`src/rtl/acc_share_ctrl.sv`:
```
// Round-robin burst controller sharing one accumulator among NUM_REQ requesters.
// A granted burst runs to completion, and its total is reported with a one-cycle done pulse.
module acc_share_ctrl #(
    parameter int unsigned NUM_REQ = 4,
    parameter int unsigned DATA_WD = 32,
    parameter int unsigned ACC_WD  = 64,
    parameter int unsigned LEN_WD  = 8
) (
    input  logic                         i_clk,
    input  logic                         i_rst,
    input  logic [NUM_REQ-1:0]           i_req,
    input  logic [NUM_REQ*LEN_WD-1:0]    i_len,
    input  logic [NUM_REQ-1:0]           i_valid,
    input  logic [NUM_REQ*DATA_WD-1:0]   i_data,
    output logic [NUM_REQ-1:0]           o_gnt,
    output logic [NUM_REQ-1:0]           o_ready,
    output logic                         o_done,
    output logic [$clog2(NUM_REQ)-1:0]   o_done_id,
    output logic [ACC_WD-1:0]            o_sum,
    output logic                         o_ovf
);

    localparam int unsigned IdW = $clog2(NUM_REQ);

    typedef enum logic [1:0] {
        StIdle,
        StAccum,
        StDone
    } state_e;

    state_e              state_q, state_d;
    logic [IdW-1:0]      rr_ptr_q, rr_ptr_d;
    logic [IdW-1:0]      win_q, win_d;
    logic [LEN_WD-1:0]   len_q, len_d;
    logic [LEN_WD-1:0]   cnt_q, cnt_d;
    logic [ACC_WD-1:0]   acc_q, acc_d;
    logic                ovf_q, ovf_d;
    logic [ACC_WD-1:0]   sum_q, sum_d;
    logic                ovf_out_q, ovf_out_d;
    logic [IdW-1:0]      done_id_q, done_id_d;

    logic [DATA_WD-1:0]  data_arr [NUM_REQ];
    logic [LEN_WD-1:0]   len_arr  [NUM_REQ];

    for (genvar k = 0; k < NUM_REQ; k++) begin : g_unpack
        assign data_arr[k] = i_data[k*DATA_WD +: DATA_WD];
        assign len_arr[k]  = i_len[k*LEN_WD +: LEN_WD];
    end

    // Rotate the request vector so bit 0 is the requester at rr_ptr.
    logic [2*NUM_REQ-1:0] req_dbl;
    logic [NUM_REQ-1:0]   req_rot;
    logic                 arb_found;
    logic [IdW-1:0]       arb_idx;
    logic [IdW:0]         arb_cand;
    logic [IdW-1:0]       arb_next_ptr;

    assign req_dbl = {i_req, i_req};
    assign req_rot = req_dbl[rr_ptr_q +: NUM_REQ];

    always_comb begin
        arb_found = 1'b0;
        arb_idx   = '0;
        arb_cand  = '0;
        for (int i = 0; i < NUM_REQ; i++) begin
            if (!arb_found && req_rot[i]) begin
                arb_found = 1'b1;
                arb_cand  = {1'b0, rr_ptr_q} + (IdW+1)'(i);
                if (arb_cand >= (IdW+1)'(NUM_REQ)) begin
                    arb_cand = arb_cand - (IdW+1)'(NUM_REQ);
                end
                arb_idx = arb_cand[IdW-1:0];
            end
        end
    end

    assign arb_next_ptr = (arb_idx == IdW'(NUM_REQ - 1)) ? '0 : arb_idx + IdW'(1);

    logic                beat_acc;
    logic [DATA_WD-1:0]  beat_data;
    logic [ACC_WD:0]     add_ext;
    logic [LEN_WD-1:0]   cnt_inc;

    assign beat_acc  = (state_q == StAccum) && i_valid[win_q];
    assign beat_data = data_arr[win_q];
    assign add_ext   = {1'b0, acc_q} + (ACC_WD+1)'(beat_data);
    assign cnt_inc   = cnt_q + LEN_WD'(1);

    always_comb begin
        state_d   = state_q;
        rr_ptr_d  = rr_ptr_q;
        win_d     = win_q;
        len_d     = len_q;
        cnt_d     = cnt_q;
        acc_d     = acc_q;
        ovf_d     = ovf_q;
        sum_d     = sum_q;
        ovf_out_d = ovf_out_q;
        done_id_d = done_id_q;

        unique case (state_q)
            StIdle: begin
                if (arb_found) begin
                    win_d    = arb_idx;
                    len_d    = len_arr[arb_idx];
                    cnt_d    = '0;
                    acc_d    = '0;
                    ovf_d    = 1'b0;
                    rr_ptr_d = arb_next_ptr;
                    if (len_arr[arb_idx] == '0) begin
                        // Empty burst reports a zero total without granting any beats.
                        state_d   = StDone;
                        sum_d     = '0;
                        ovf_out_d = 1'b0;
                        done_id_d = arb_idx;
                    end else begin
                        state_d = StAccum;
                    end
                end
            end
            StAccum: begin
                if (beat_acc) begin
                    acc_d = add_ext[ACC_WD-1:0];
                    ovf_d = ovf_q | add_ext[ACC_WD];
                    cnt_d = cnt_inc;
                    if (cnt_inc == len_q) begin
                        state_d   = StDone;
                        sum_d     = add_ext[ACC_WD-1:0];
                        ovf_out_d = ovf_q | add_ext[ACC_WD];
                        done_id_d = win_q;
                    end
                end
            end
            StDone: begin
                state_d = StIdle;
            end
            default: begin
                state_d = StIdle;
            end
        endcase
    end

    always_ff @(posedge i_clk) begin
        if (i_rst) begin
            state_q   <= StIdle;
            rr_ptr_q  <= '0;
            win_q     <= '0;
            len_q     <= '0;
            cnt_q     <= '0;
            acc_q     <= '0;
            ovf_q     <= 1'b0;
            sum_q     <= '0;
            ovf_out_q <= 1'b0;
            done_id_q <= '0;
        end else begin
            state_q   <= state_d;
            rr_ptr_q  <= rr_ptr_d;
            win_q     <= win_d;
            len_q     <= len_d;
            cnt_q     <= cnt_d;
            acc_q     <= acc_d;
            ovf_q     <= ovf_d;
            sum_q     <= sum_d;
            ovf_out_q <= ovf_out_d;
            done_id_q <= done_id_d;
        end
    end

    logic [NUM_REQ-1:0] win_onehot;

    assign win_onehot = NUM_REQ'(1) << win_q;
    assign o_gnt      = (state_q != StIdle)  ? win_onehot : '0;
    assign o_ready    = (state_q == StAccum) ? win_onehot : '0;
    assign o_done     = (state_q == StDone);
    assign o_done_id  = done_id_q;
    assign o_sum      = sum_q;
    assign o_ovf      = ovf_out_q;

    a_gnt_onehot0: assert property (@(posedge i_clk) disable iff (i_rst) $onehot0(o_gnt));
    a_ready_owner: assert property (@(posedge i_clk) disable iff (i_rst)
                                    (o_ready & ~o_gnt) == '0);
    a_done_gnt:    assert property (@(posedge i_clk) disable iff (i_rst)
                                    o_done |-> (o_gnt != '0) && (o_ready == '0));

endmodule

```
`config.mk`:
```
export PLATFORM = sky130hd
export DESIGN_NAME = acc_share_ctrl
export DESIGN_NICKNAME = d
export VERILOG_FILES = /design/src/rtl/acc_share_ctrl.sv
export SDC_FILE = /design/constraint.sdc
export NUM_CORES = 1
export LEC_CHECK = 0
export BUFFER_PORTS_ARGS = -buffer_cell sky130_fd_sc_hd__buf_2
export CAP_MARGIN = 40
export CORE_ASPECT_RATIO = 1.75
export CORE_MARGIN = 2
export CORE_UTILIZATION = 43
export CTS_BUF_LIST = sky130_fd_sc_hd__clkbuf_16
export DETAILED_ROUTE_END_ITERATION = 10
export GPL_TIMING_DRIVEN = 0
export PLACE_DENSITY_LB_ADDON = 0.12
export SLEW_MARGIN = 15
export SYNTH_ARGS = -nofsm -noshare
export SYNTH_HDL_FRONTEND = slang
export SYNTH_SLANG_ARGS = --single-unit
```
`constraint.sdc`:
```
create_clock -name i_clk -period 12.4 [get_ports i_clk]
set_input_delay 1.24 -clock i_clk [delete_from_list [all_inputs] [get_ports i_clk]]
set_output_delay 1.24 -clock i_clk [all_outputs]
set_load 0.01 [all_outputs]
```
* After elaboration in Yosys (flattened, before gate mapping)
Cells that the tools add are included.
** Cells by class
- Equal/unequal tests :: 8
- Multiplexer cells :: 52
- Reductions and logical operators :: 15
- $lt $le $gt $ge :: 7
- Shifts and indexed selects :: 2
- Bitwise operators :: 3
- Add/sub/neg operators :: 10
** Operator list (number)
- 64-bit two-way mux :: 6
- 64-bit case mux with 2 select lines :: 2
- 64-bit by 32-bit adder with 65-bit output :: 1
- 32-bit binary-select mux with 2-bit select :: 1
- 32-bit two-way mux :: 2
- 2-bit two-way mux :: 17
- 8-bit two-way mux :: 4
- 8-bit binary-select mux with 2-bit select :: 1
- 8-bit case mux with 2 select lines :: 1
- 3-bit >= comparator, second input constant :: 5
- 1-bit two-way mux :: 11
- 8-bit by 1-bit adder with 8-bit output, second input constant :: 1
- 8-bit equality test :: 1
- 8-bit logical NOT :: 1
- 4-bit two-way mux :: 2
- 2-bit != test, second input constant :: 4
- 2-bit case mux with 2 select lines :: 2
- 8-bit by 3-bit indexed part select with 4-bit output :: 1
- 2-bit by 1-bit subtractor with 2-bit output, second input constant :: 4
- 2-bit by 2-bit adder with 3-bit output, second input constant :: 2
- 2-bit inverter with 3-bit output :: 2
- 3-bit AND reduction :: 2
- 5-bit AND reduction :: 1
- 2-bit equality test, second input constant :: 2
- other kinds (14) :: 21
** Storage, ports and cells
- Output and inout port bits :: 76
- Register bits after elaboration :: 154
- Bits of input ports :: 170

* Logic depth before layout (Yosys ltp)
Gate-level depths: netlist (run 1).
- Depth after elaboration :: 19
- Mapped depth :: 15
- Depth with buffers taken out :: 13

* Worst setup path after synthesis (run 1)
OpenSTA, ideal clock, no wires.
- Kind :: flip-flop to flip-flop
- Start :: register win_q[0]
- End :: register acc_q[63]
- Slack :: 7.917 ns
- Cell stages (with the launch flop) :: 14
- Period minus slack after synthesis :: 4.483 ns
- Data required time :: 12.330 ns
- Library setup time :: 0.070 ns
- Data arrival time :: 4.413 ns
- Cells stage by stage :: dfxtp_1 buf_1 buf_1 mux4_2 ha_1 clkbuf_1 nand4_1 or3_1 a2111oi_2 o31ai_1 nor4_1 nor3b_1 o21ai_1 a21oi_1
** Between the ends
- Word-level cells in the longest chain between the ends :: 7
** Ends and longest elaborated chain
- start: declaration :: line 33 : logic [IdW-1:0] win_q, win_d;
- start signal: assignment :: line 158 : win_q <= win_d;
- 2-bit inverter with 3-bit output (not written as such) :: line 85 : assign beat_data = data_arr[win_q];
- 32-bit binary-select mux with 2-bit select :: line 85
- 32-bit two-way mux (not written as such) (2 in a row) :: line 85
- 64-bit by 32-bit adder with 65-bit output :: line 86 : assign add_ext = {1'b0, acc_q} + (ACC_WD+1)'(beat_data);
- 64-bit two-way mux :: line 122 : if (beat_acc) begin
- 64-bit case mux with 2 select lines :: line 101 : unique case (state_q)
- end signal: assignment :: line 150 : acc_q <= '0;
- end signal: assignment :: line 161 : acc_q <= acc_d;
- end: declaration :: line 36 : logic [ACC_WD-1:0] acc_q, acc_d;
Parallel ways exist; a longest one is shown, timed or not. The select of a mux whose other input is x is not followed.
A chain may end at the register's enable or synchronous reset.

* Final worst setup path (run 1)
- Start :: register win_q[0]
- End :: register sum_q[51], in the netlist o_sum[51]
** Between the ends
- Word-level cells in the longest chain between the ends :: 8
** Ends and longest elaborated chain
- 2-bit inverter with 3-bit output (not written as such) :: line 85
- 32-bit binary-select mux with 2-bit select :: line 85
- 32-bit two-way mux (not written as such) (2 in a row) :: line 85
- 64-bit by 32-bit adder with 65-bit output :: line 86
- 64-bit two-way mux :: line 126 : if (cnt_inc == len_q) begin
- 64-bit two-way mux :: line 122
- 64-bit case mux with 2 select lines :: line 101
- end signal: assignment :: line 163 : sum_q <= sum_d;
- end: declaration :: line 38 : logic [ACC_WD-1:0] sum_q, sum_d;
Parallel ways exist; a longest one is shown, timed or not. The select of a mux whose other input is x is not followed.

==> flow_metrics.env, run 1 <==
export IMPL_hp_class="register to register"
export IMPL_tightest_slew_ps=1047
export IMPL_rsz0062_at_grt="no"
export IMPL_grt_pass1_wl_microns=50730
export IMPL_post_cts_resized=0
export IMPL_hold_viol=0
export IMPL_power_density_nw_per_um2=125.3
export IMPL_clk_pin_slew_ps=60
export IMPL_multi_input_area_sq_um=6212
export IMPL_dp_hpwl_microns=25720
export IMPL_gp_congestion=0.9161
export IMPL_max_freq_mhz=186.6
export IMPL_remaining_drc_errors=0
export IMPL_drt_wl_total_microns=32280
export IMPL_coreArea_sq_um=22160
export IMPL_wl_per_cell_microns=18.50
export IMPL_setup_viol=0
export IMPL_hp_start="acc_q[8]"
export IMPL_overflow=0
export IMPL_startpoint="win_q[0]"
export IMPL_power_leakage_nw=4.944
export IMPL_ios=246
export IMPL_holdWs_ps=459.3
export IMPL_die_h_microns=203.0
export IMPL_seq_area_sq_um=3083
export IMPL_synth_cell_types=68
export IMPL_port_buffers=245
export IMPL_root_buffer="clkbuf_16"
export IMPL_syn_inst=1168
export IMPL_initial_utilization=0.4389
export IMPL_total_power_mw=1.489
export IMPL_layout_drive_gt1_share=0.2239
export IMPL_netlist_area_sq_um=9726
export IMPL_dp_cells=1710
export IMPL_cts_hold_buf=0
export IMPL_yosysTopAreaCellShare=0.3170
export IMPL_syn_avg_cell_area_sq_um=8.327
export IMPL_die_area_sq_um=23880
export IMPL_via_per_inst=5.609
export IMPL_utilization=0.5362
export IMPL_yosys_area_top_type="dfxtp_1"
export IMPL_post_place_ws_ps=7035
export IMPL_cp_start_kind="register"
export IMPL_antenna_found_initial=2
export IMPL_max_cap_viol_count=0
export IMPL_drtAntennaViolNets=0
export IMPL_fin_crit_ps=5358
export IMPL_track_usage=0.2681
export IMPL_rows=72
export IMPL_clk_latency_ps=440
export IMPL_async_flop_share=0
export IMPL_drtIter0Drc=522
export IMPL_critPathArrivalTime_ps=5690
export IMPL_drv_slew=0
export IMPL_areaGrowthSynthToFinish_pct=22.18
export IMPL_fin_ws_ps=7042
export IMPL_worstPathMaxFanout=10
export IMPL_slew_headroom=0.2929
export IMPL_worstPathRequired_ps=12730
export IMPL_grt_max_degree=17
export IMPL_finalNonFillerCells=1745
export IMPL_syn_nets=1372
export IMPL_crit_type="register to register"
export IMPL_cts_max_level=4
export IMPL_placed_area_sq_um=11330
export IMPL_cts_made_buffers=17
export IMPL_cts_tree="yes"
export IMPL_fillers=2265
export IMPL_synth_edf_count=0
export IMPL_yosysWarnings=0
export IMPL_synth_ff_type="dfxtp_1"
export IMPL_fin_crit_sh=0.4321
export IMPL_tns_ps=0
export IMPL_ir_drop_uv=94.13
export IMPL_first_global_vias=9901
export IMPL_synth_common_cells="dfxtp_1 (154), nor2_1 (129), nand2_1 (123), a21oi_1 (95), clkbuf_1 (62)"
export IMPL_r2r_start="win_q[0]"
export IMPL_ys_ff_latch=154
export IMPL_critPathCaptureType="register"
export IMPL_dr_pass1_iters=7
export IMPL_status="finished, final reports clean"
export IMPL_yosys_top_cells_area="dfxtp_1 (32%), mux4_2 (7.6%), nor2_1 (5.0%), a21oi_1 (4.9%), nand2_1 (4.7%)"
export IMPL_cts_buffer_depth=2
export IMPL_post_cts_buffers=0
export IMPL_yosysSeqAreaShare=0.3170
export IMPL_final_area_sq_um=11880
export IMPL_final_nets=1638
export IMPL_vias=9788
export IMPL_clock_skew_ps=10.02
export IMPL_cts_sinks=154
export IMPL_die_x_microns=117.7
export IMPL_yosysMostFrequentCell="dfxtp_1"
[sequential cells by signal (all words and copies together) (netlist names)]
register and cells:
acc_q 64, o_sum 64, cnt_q 8, len_q 8, o_done_id 2, rr_ptr_q 2
state_q 2, win_q 2, o_ovf 1, ovf_q 1
[logic make-up after synthesis]
logic type / share of synthesized area
mux: 0.1105
buf+inv: 0.04425
simple gates: 0.2024
xor+xnor: 0.06304
compound gates: 0.2183
flops: 0.3170
fa+ha+maj: 0.04451
[critical path, stage by stage, from the launching register on]
cell       delay (ps)
dfxtp_1           440
buf_1             660
mux4_2            640
ha_1              290
clkbuf_1          350
nand2_1           200
nor3_1            330
nand3_1           310
a2111oi_2         580
o31a_1            180
clkbuf_1          470
nand4_1           360
xnor2_1           220
a22o_1            200
[routing by layer]
metal,vias to the layer above,part of all wire,track usage
met2,288,0.56,0.5345
met3,82,0.036,0.03567
met5,-,0,0
met4,0,0.040,0.1261
met1,4608,0.37,0.2686
li1,4810,-,-
[cell usage in the layout, fill, tap and decap left out, types with 9 or more instances in the layout]
cell type  synthesis  layout
buf_2              5     250
dfxtp_1          154     154
nor2_1           129     129
nand2_1          123     123
a21oi_1           95      95
clkbuf_1          62      62
xnor2_1           39      39
mux4_2            33      33
ha_1              33      33
mux2i_1           32      32
xor2_1            31      31
a22o_1            31      31
nand3_1           29      29
o21ai_0           27      27
nor3_1            25      25
o21ai_1           24      24
nand4_1           22      22
a211oi_1          21      21
inv_1             18      19
a21o_1            17      17
clkbuf_16          0      17
nor2b_1           16      16
and3_1            14      14
buf_1             13      13
a21boi_0          13      13
or3_1             12      12
nand2b_1          11      11
a31oi_1           10      10
o31ai_1           10      10
a22oi_1           10      10
nand3b_1          10      10
nor3b_1            9       9
[cell type report]
type | instances | area share
repair buffers | 247 | 0.1051
multi-input cells | 911 | 0.5228
flip-flops and latches | 154 | 0.2595
well taps | 296 | 0.03117
inverters | 19 | 0.006002
clock buffers | 17 | 0.03580
clock inverters | 15 | 0.009056
diodes | 2 | 0.0004212
plain buffers | 84 | 0.03022
[power by group]
| part | total (mW) | internal, mW | switching (mW) |
|---|---|---|---|
| Clock | 0.490 | 0.271 | 0.219 |
| Sequential | 0.534 | 0.518 | 0.0160 |
| Combinational | 0.465 | 0.177 | 0.289 |
| Total | 1.49 | 0.966 | 0.523 |
[worst paths after layout]
kind,endpoint,slack [ps],cells after the start
setup / recovery,o_sum[51],7040,13
hold / removal,acc_q[8],460,2
setup reg to reg,o_sum[51],7040,13
hold reg to reg,acc_q[8],460,2
(Power assumes the default switching activity.)
==> run 2, diff against run 1 <==
ABC_AREA = 1   (was default)
clock period = 4.5 ns   (was 12.4 ns; I/O delays follow)
==> flow_metrics.env, run 2 <==
export IMPL_critPathBufInv=4
export IMPL_yosysMostFrequentCell="nand2_1"
export IMPL_power_density_nw_per_um2=836.0
export IMPL_clk_pin_slew_ps=70
export IMPL_first_global_vias=12667
export IMPL_finalNonFillerCells=2342
export IMPL_max_freq_mhz=232.2
export IMPL_cp_start_kind="register"
export IMPL_fin_crit_ps=4307
export IMPL_fin_crit_sh=0.9572
export IMPL_worstPathMaxFanout=10
export IMPL_worstPathRequired_ps=4850
export IMPL_port_buffers=245
export IMPL_final_area_sq_um=13110
export IMPL_initial_utilization=0.4381
export IMPL_layout_commonest_cell="nand2_1"
export IMPL_switching_share=0.5486
export IMPL_yosys_top_cells_area="dfxtp_1 (28%), nand2_1 (13%), a21oi_1 (10%), nand3_1 (7.8%), nor2_1 (7.0%)"
export IMPL_vias=13111
export IMPL_slew_headroom=0.4011
export IMPL_power_leakage_nw=5.979
export IMPL_dp_cells=2310
export IMPL_die_area_sq_um=26520
export IMPL_hp_class="primary input to register"
export IMPL_max_cap_viol_count=0
export IMPL_placed_area_sq_um=12450
export IMPL_slowest_delay_ps=470
export IMPL_hp_start="i_rst"
export IMPL_async_flop_share=0
export IMPL_cts_max_level=4
export IMPL_drtIter0Drc=956
export IMPL_track_usage=0.3572
export IMPL_hold_viol=0
export IMPL_drv_slew=0
export IMPL_drt_wl_total_microns=47960
export IMPL_final_nets=2219
export IMPL_cts_tree="yes"
export IMPL_synth_common_cells="nand2_1 (367), a21oi_1 (226), nor2_1 (203), nand3_1 (169), inv_1 (155)"
export IMPL_tightest_slew_ps=898.4
export IMPL_p_int_mw=4.948
export IMPL_yosysWarnings=0
export IMPL_critPathArrivalTime_ps=4650
export IMPL_cts_made_buffers=17
export IMPL_wl_per_cell_microns=20.48
export IMPL_rows=76
export IMPL_yosysTopAreaCellShare=0.2847
export IMPL_cp_common_cell="nand2_1"
export IMPL_root_buffer="clkbuf_16"
export IMPL_synth_edf_count=0
export IMPL_r2r_end="o_sum[46]"
export IMPL_syn_inst=1752
export IMPL_drtAntennaViolNets=0
export IMPL_r2r_start="win_q[1]"
export IMPL_power_frac_comb=0.660
export IMPL_antenna_found_initial=3
export IMPL_dr_pass1_iters=7
export IMPL_remaining_drc_errors=0
export IMPL_r2r_slack_ps=190
export IMPL_die_x_microns=124.0
export IMPL_die_h_microns=213.9
export IMPL_cts_sinks=154
export IMPL_yosysSeqAreaShare=0.2847
export IMPL_reg2regPathDepth=23
export IMPL_via_per_inst=5.598
export IMPL_gp_congestion=0.9720
export IMPL_slowest_stage="dfxtp_2"
export IMPL_synth_cell_types=47
export IMPL_rsz0062_at_grt="yes"
export IMPL_status="finished, final reports clean"
export IMPL_ir_drop_uv=452.0
export IMPL_layout_drive_gt1_share=0.1737
export IMPL_overflow=0
export IMPL_seq_power_share=0.198
export IMPL_coreArea_sq_um=24720
export IMPL_path_delay_family="simple AND/OR/NAND/NOR gates"
export IMPL_clock_skew_ps=18.65
export IMPL_layout_common_cells="nand2_1 (366), buf_2 (267), a21oi_1 (226), nor2_1 (201), nand3_1 (169)"
export IMPL_cts_hold_buf=0
export IMPL_synth_ff_type="dfxtp_1"
export IMPL_worstHoldPathCells=2
export IMPL_yosys_area_top_type="dfxtp_1"
export IMPL_syn_nets=1956
export IMPL_clk_latency_ps=450
export IMPL_ys_ff_latch=154
export IMPL_min_to="acc_q[2]"
export IMPL_cts_buffer_depth=2
export IMPL_grt_pass1_wl_microns=69950
export IMPL_areaGrowthSynthToFinish_pct=21.06
export IMPL_ios=246
export IMPL_p_clk_frac=0.142
export IMPL_syn_avg_cell_area_sq_um=6.182
export IMPL_grt_max_degree=17
export IMPL_dp_hpwl_microns=39370
export IMPL_switching_power_mw=6.013
export IMPL_path_cells="nor2_4, buf_2, a22oi_1, nand2_1, ha_1, inv_1, fa_1, inv_1, nand3_1, nand2_1, a21boi_0, inv_1, nand2_1, nand2_1, nand2_1, nand2_1, nand3_1, nand3b_1, or2_2, nand2_1, nand3_1, nand2_1, nor2_1"
export IMPL_crit_type="register to register"
export IMPL_critPathCaptureType="register"
export IMPL_setup_viol=0
export IMPL_netlist_area_sq_um=10830
-- run 2: changes by cell type in the layout (fill, tap and decap cells not counted), sizes merged, moves of 28 or more --
cell | previous run | this run
nand3 | 29 | 173
mux2i | 32 | 0
a21oi | 95 | 227
nor2 | 129 | 206
a22o | 31 | 2
inv | 22 | 166
mux4 | 33 | 0
o21ai | 51 | 143
xnor2 | 39 | 7
a22oi | 10 | 52
xor2 | 31 | 3
nand2 | 123 | 376
-- run 2: cell families (layout without fill, tap and decap cells) --
kind of cell,after synthesis,count (layout),synth area share
adder cells (fa/ha/maj),34,34,0.03997
XOR/XNOR,10,10,0.008087
AO/OA/AOI/OAI,459,459,0.2336
flip-flops,154,154,0.2847
other,0,3,0
AND/OR/NAND/NOR,843,843,0.3386
buffers and inverters,252,527,0.09508
-- run 2: routing by layer --
layer  global-route usage  share of wire  vias to the layer above
met5                    0              0                        -
met4               0.2820          0.089                        0
met3              0.06203          0.050                      162
met2               0.6403           0.51                      457
met1               0.3485           0.35                     6007
li1                     -              -                     6485
-- run 2: worst max-delay path by stage --
stage / start / to / slack (ps) / cells after the start
2_1_floorplan: win_q[0] / o_sum[40] / 1110 / 24
3_3_place_gp: win_q[0] / o_ovf / -700 / 24
3_5_place_dp: win_q[0] / o_ovf / -700 / 24
4_1_cts: win_q[0] / o_ovf / 30 / 23
5_1_grt: win_q[0] / o_ovf / -60 / 23
6_report: win_q[1] / o_sum[46] / 190 / 23
-- run 2: what timing repair did --
| item | in CTS | in global routing |
|---|---|---|
| setup endpoints to repair | 35 | 19 |
| setup buffers | 0 | 0 |
| resized for setup | 10 | 8 |
-- run 2: power groups by stage --
| stage | registers, mW | clock network [mW] | logic [mW] |
|---|---|---|---|
| 3_3_place_gp | 2.16 | 0 | 6.99 |
| 4_1_cts | 2.16 | 1.58 | 7.08 |
| 2_1_floorplan | 2.21 | 0 | 4.59 |
| 6_report | 2.17 | 1.56 | 7.23 |
| 3_5_place_dp | 2.17 | 0 | 7.06 |
| 5_1_grt | 2.22 | 1.63 | 7.89 |
-- run 2: through the flow --
stage	setup WS (ps)	util	hold WS [ps]	total power [mW]	setup TNS, ps
after floorplan	1106	-	462.1	6.796	0
after global placement	-704.3	0.5034	458.1	9.144	-8383
after detailed placement	-695.6	0.5036	465.2	9.229	-8647
after CTS	32.09	0.5294	243.8	10.82	0
after global routing	-57.70	0.5303	266.0	11.74	-57.70
final	192.8	0.5303	272.5	10.96	0
-- run 2: area by class of cell --
class                   count  area [sq um]
repair buffers            246          1231
well taps                 312         390.4
clock inverters            14         196.4
fillers                  2668         11610
clock buffers              17         425.4
inverters                 164         621.8
multi-input cells        1346          6743
diodes                      3         7.507
plain buffers              86         410.4
flip-flops and latches    154          3085
==> run 3, diff against run 2 <==
CORE_UTILIZATION = 50   (was 43)
MAX_ROUTING_LAYER = met4   (was default)
PLACE_DENSITY = 0.9   (was default)
PLACE_DENSITY_LB_ADDON = default   (was 0.12)
==> flow_metrics.env, run 3 (synthesized netlist as in run 2, its figures left out) <==
export IMPL_track_usage=0.4171
export IMPL_die_h_microns=198.7
export IMPL_utilization=0.6140
export IMPL_cts_sinks=154
export IMPL_power_frac_comb=0.665
export IMPL_seq_power_share=0.199
export IMPL_seq_area_sq_um=3085
export IMPL_ir_drop_uv=520.8
export IMPL_p_clk_frac=0.136
export IMPL_die_area_sq_um=22900
export IMPL_cts_max_level=4
export IMPL_fin_crit_ps=4329
export IMPL_switching_power_mw=6.115
export IMPL_fin_crit_sh=0.9620
export IMPL_cp_start_kind="register"
export IMPL_gp_congestion=1.105
export IMPL_drtIter0Drc=1318
export IMPL_cts_tree="yes"
export IMPL_critPathCaptureType="register"
export IMPL_final_area_sq_um=13150
export IMPL_total_power_mw=10.98
export IMPL_clock_skew_ps=12.20
export IMPL_clk_pin_slew_ps=80
export IMPL_remaining_drc_errors=0
export IMPL_ios=246
export IMPL_layout_commonest_cell="nand2_1"
export IMPL_first_global_vias=12756
export IMPL_vias=13568
export IMPL_coreArea_sq_um=21410
export IMPL_r2r_slack_ps=170
export IMPL_slew_headroom=0.4099
export IMPL_drtAntennaViolNets=0
export IMPL_cts_made_buffers=17
export IMPL_wl_per_cell_microns=20.38
export IMPL_switching_share=0.5571
export IMPL_cts_buffer_depth=2
export IMPL_hold_viol=0
export IMPL_dp_cells=2290
export IMPL_dp_hpwl_microns=38200
export IMPL_grt_pass1_wl_microns=69760
export IMPL_drv_slew=0
export IMPL_tightest_slew_ps=885.2
export IMPL_areaGrowthSynthToFinish_pct=21.38
export IMPL_via_per_inst=5.828
export IMPL_hp_class="primary input to register"
export IMPL_dr_pass1_iters=6
export IMPL_final_nets=2225
export IMPL_rows=71
export IMPL_root_buffer="clkbuf_16"
export IMPL_multi_input_area_sq_um=6780
export IMPL_holdWs_ps=270.8
export IMPL_finalNonFillerCells=2328
export IMPL_grt_max_degree=18
export IMPL_setup_viol=0
export IMPL_overflow=0
export IMPL_cts_hold_buf=0
export IMPL_worstPathRequired_ps=4850
export IMPL_antenna_found_initial=2
export IMPL_port_buffers=245
export IMPL_placed_area_sq_um=12430
export IMPL_layout_drive_gt1_share=0.1809
export IMPL_critPathArrivalTime_ps=4680
export IMPL_drt_wl_total_microns=47450
export IMPL_die_x_microns=115.3
export IMPL_max_freq_mhz=231.0
export IMPL_status="finished, final reports clean"
export IMPL_fillers=2119
export IMPL_power_density_nw_per_um2=834.9
export IMPL_power_leakage_nw=5.991
export IMPL_crit_type="register to register"
export IMPL_initial_utilization=0.5059
export IMPL_layout_common_cells="nand2_1 (364), buf_2 (265), a21oi_1 (226), nor2_1 (199), nand3_1 (167)"
export IMPL_clk_latency_ps=450
export IMPL_worstPathMaxFanout=10
export IMPL_max_cap_viol_count=0
export IMPL_p_int_mw=4.861
run 3: cell count changes in the layout (fill, tap and decap cells not counted), sizes merged:
cell    previous run  this run
buf              279       284
diode              3         2
inv              166       170
bufinv             4         1
clkbuf            70        71
run 3: area by class of cell:
type,instances,area share
diodes,2,0.0003807
plain buffers,86,0.03112
clock buffers,17,0.03236
clock inverters,15,0.01332
inverters,164,0.04730
multi-input cells,1346,0.5157
flip-flops and latches,154,0.2347
well taps,292,0.02779
repair buffers,252,0.09727
run 3: through the flow:
stage / TNS, ps / worst slack, ps
floorplan: 0 / 1106
global placement: -18560 / -883.8
detailed placement: -22080 / -953.1
CTS: 0 / 46.10
global route: -10.47 / -10.47
finish: 0 / 170.9
run 3: repair_timing:
action / CTS / global route
buffers inserted: 1 / 5
pin swaps: 2 / 2
setup endpoints to repair: 48 / 58
resized for setup: 19 / 11
run 3: path summary, 6_finish.rpt:
path             from   endpoint  cells after the start
max reg2reg  win_q[0]  o_sum[35]                     19
min reg2reg  o_sum[7]   o_sum[7]                      2
min             i_rst   acc_q[3]                      2
max          win_q[0]  o_sum[35]                     19
run 3: power by group through the flow:
| stage | Clock [mW] | Sequential (mW) | Combinational (mW) |
|---|---|---|---|
| 5_1_grt | 1.54 | 2.22 | 7.92 |
| 6_report | 1.49 | 2.19 | 7.29 |
| 3_5_place_dp | 0 | 2.18 | 6.95 |
| 3_3_place_gp | 0 | 2.16 | 6.80 |
| 4_1_cts | 1.48 | 2.17 | 7.03 |
| 2_1_floorplan | 0 | 2.21 | 4.59 |
run 3: per-layer routing:
metal  vias up  global-route usage  share of wire
li1       6486                   -              -
met1      6249              0.4047           0.34
met2       618              0.7251           0.50
met3       215             0.07252          0.060
met4         0              0.3204          0.091
met5         -                   -              0
run 3: worst max-delay path, stage by stage (launching register included):
cell and delay [ps]:
dfxtp_2 430, inv_1 100, nor2_4 250, buf_4 180, clkbuf_1 430, a22oi_1 130, nand2_1 140, ha_1 310
a21oi_1 290, o21ai_0 220, a21oi_1 240, nand3_1 190, nand2_1 100, nand2_1 120, nand2_1 130, nand2_1 80
o21ai_0 560, nand3_1 190, nand2_1 90, nor2_1 40
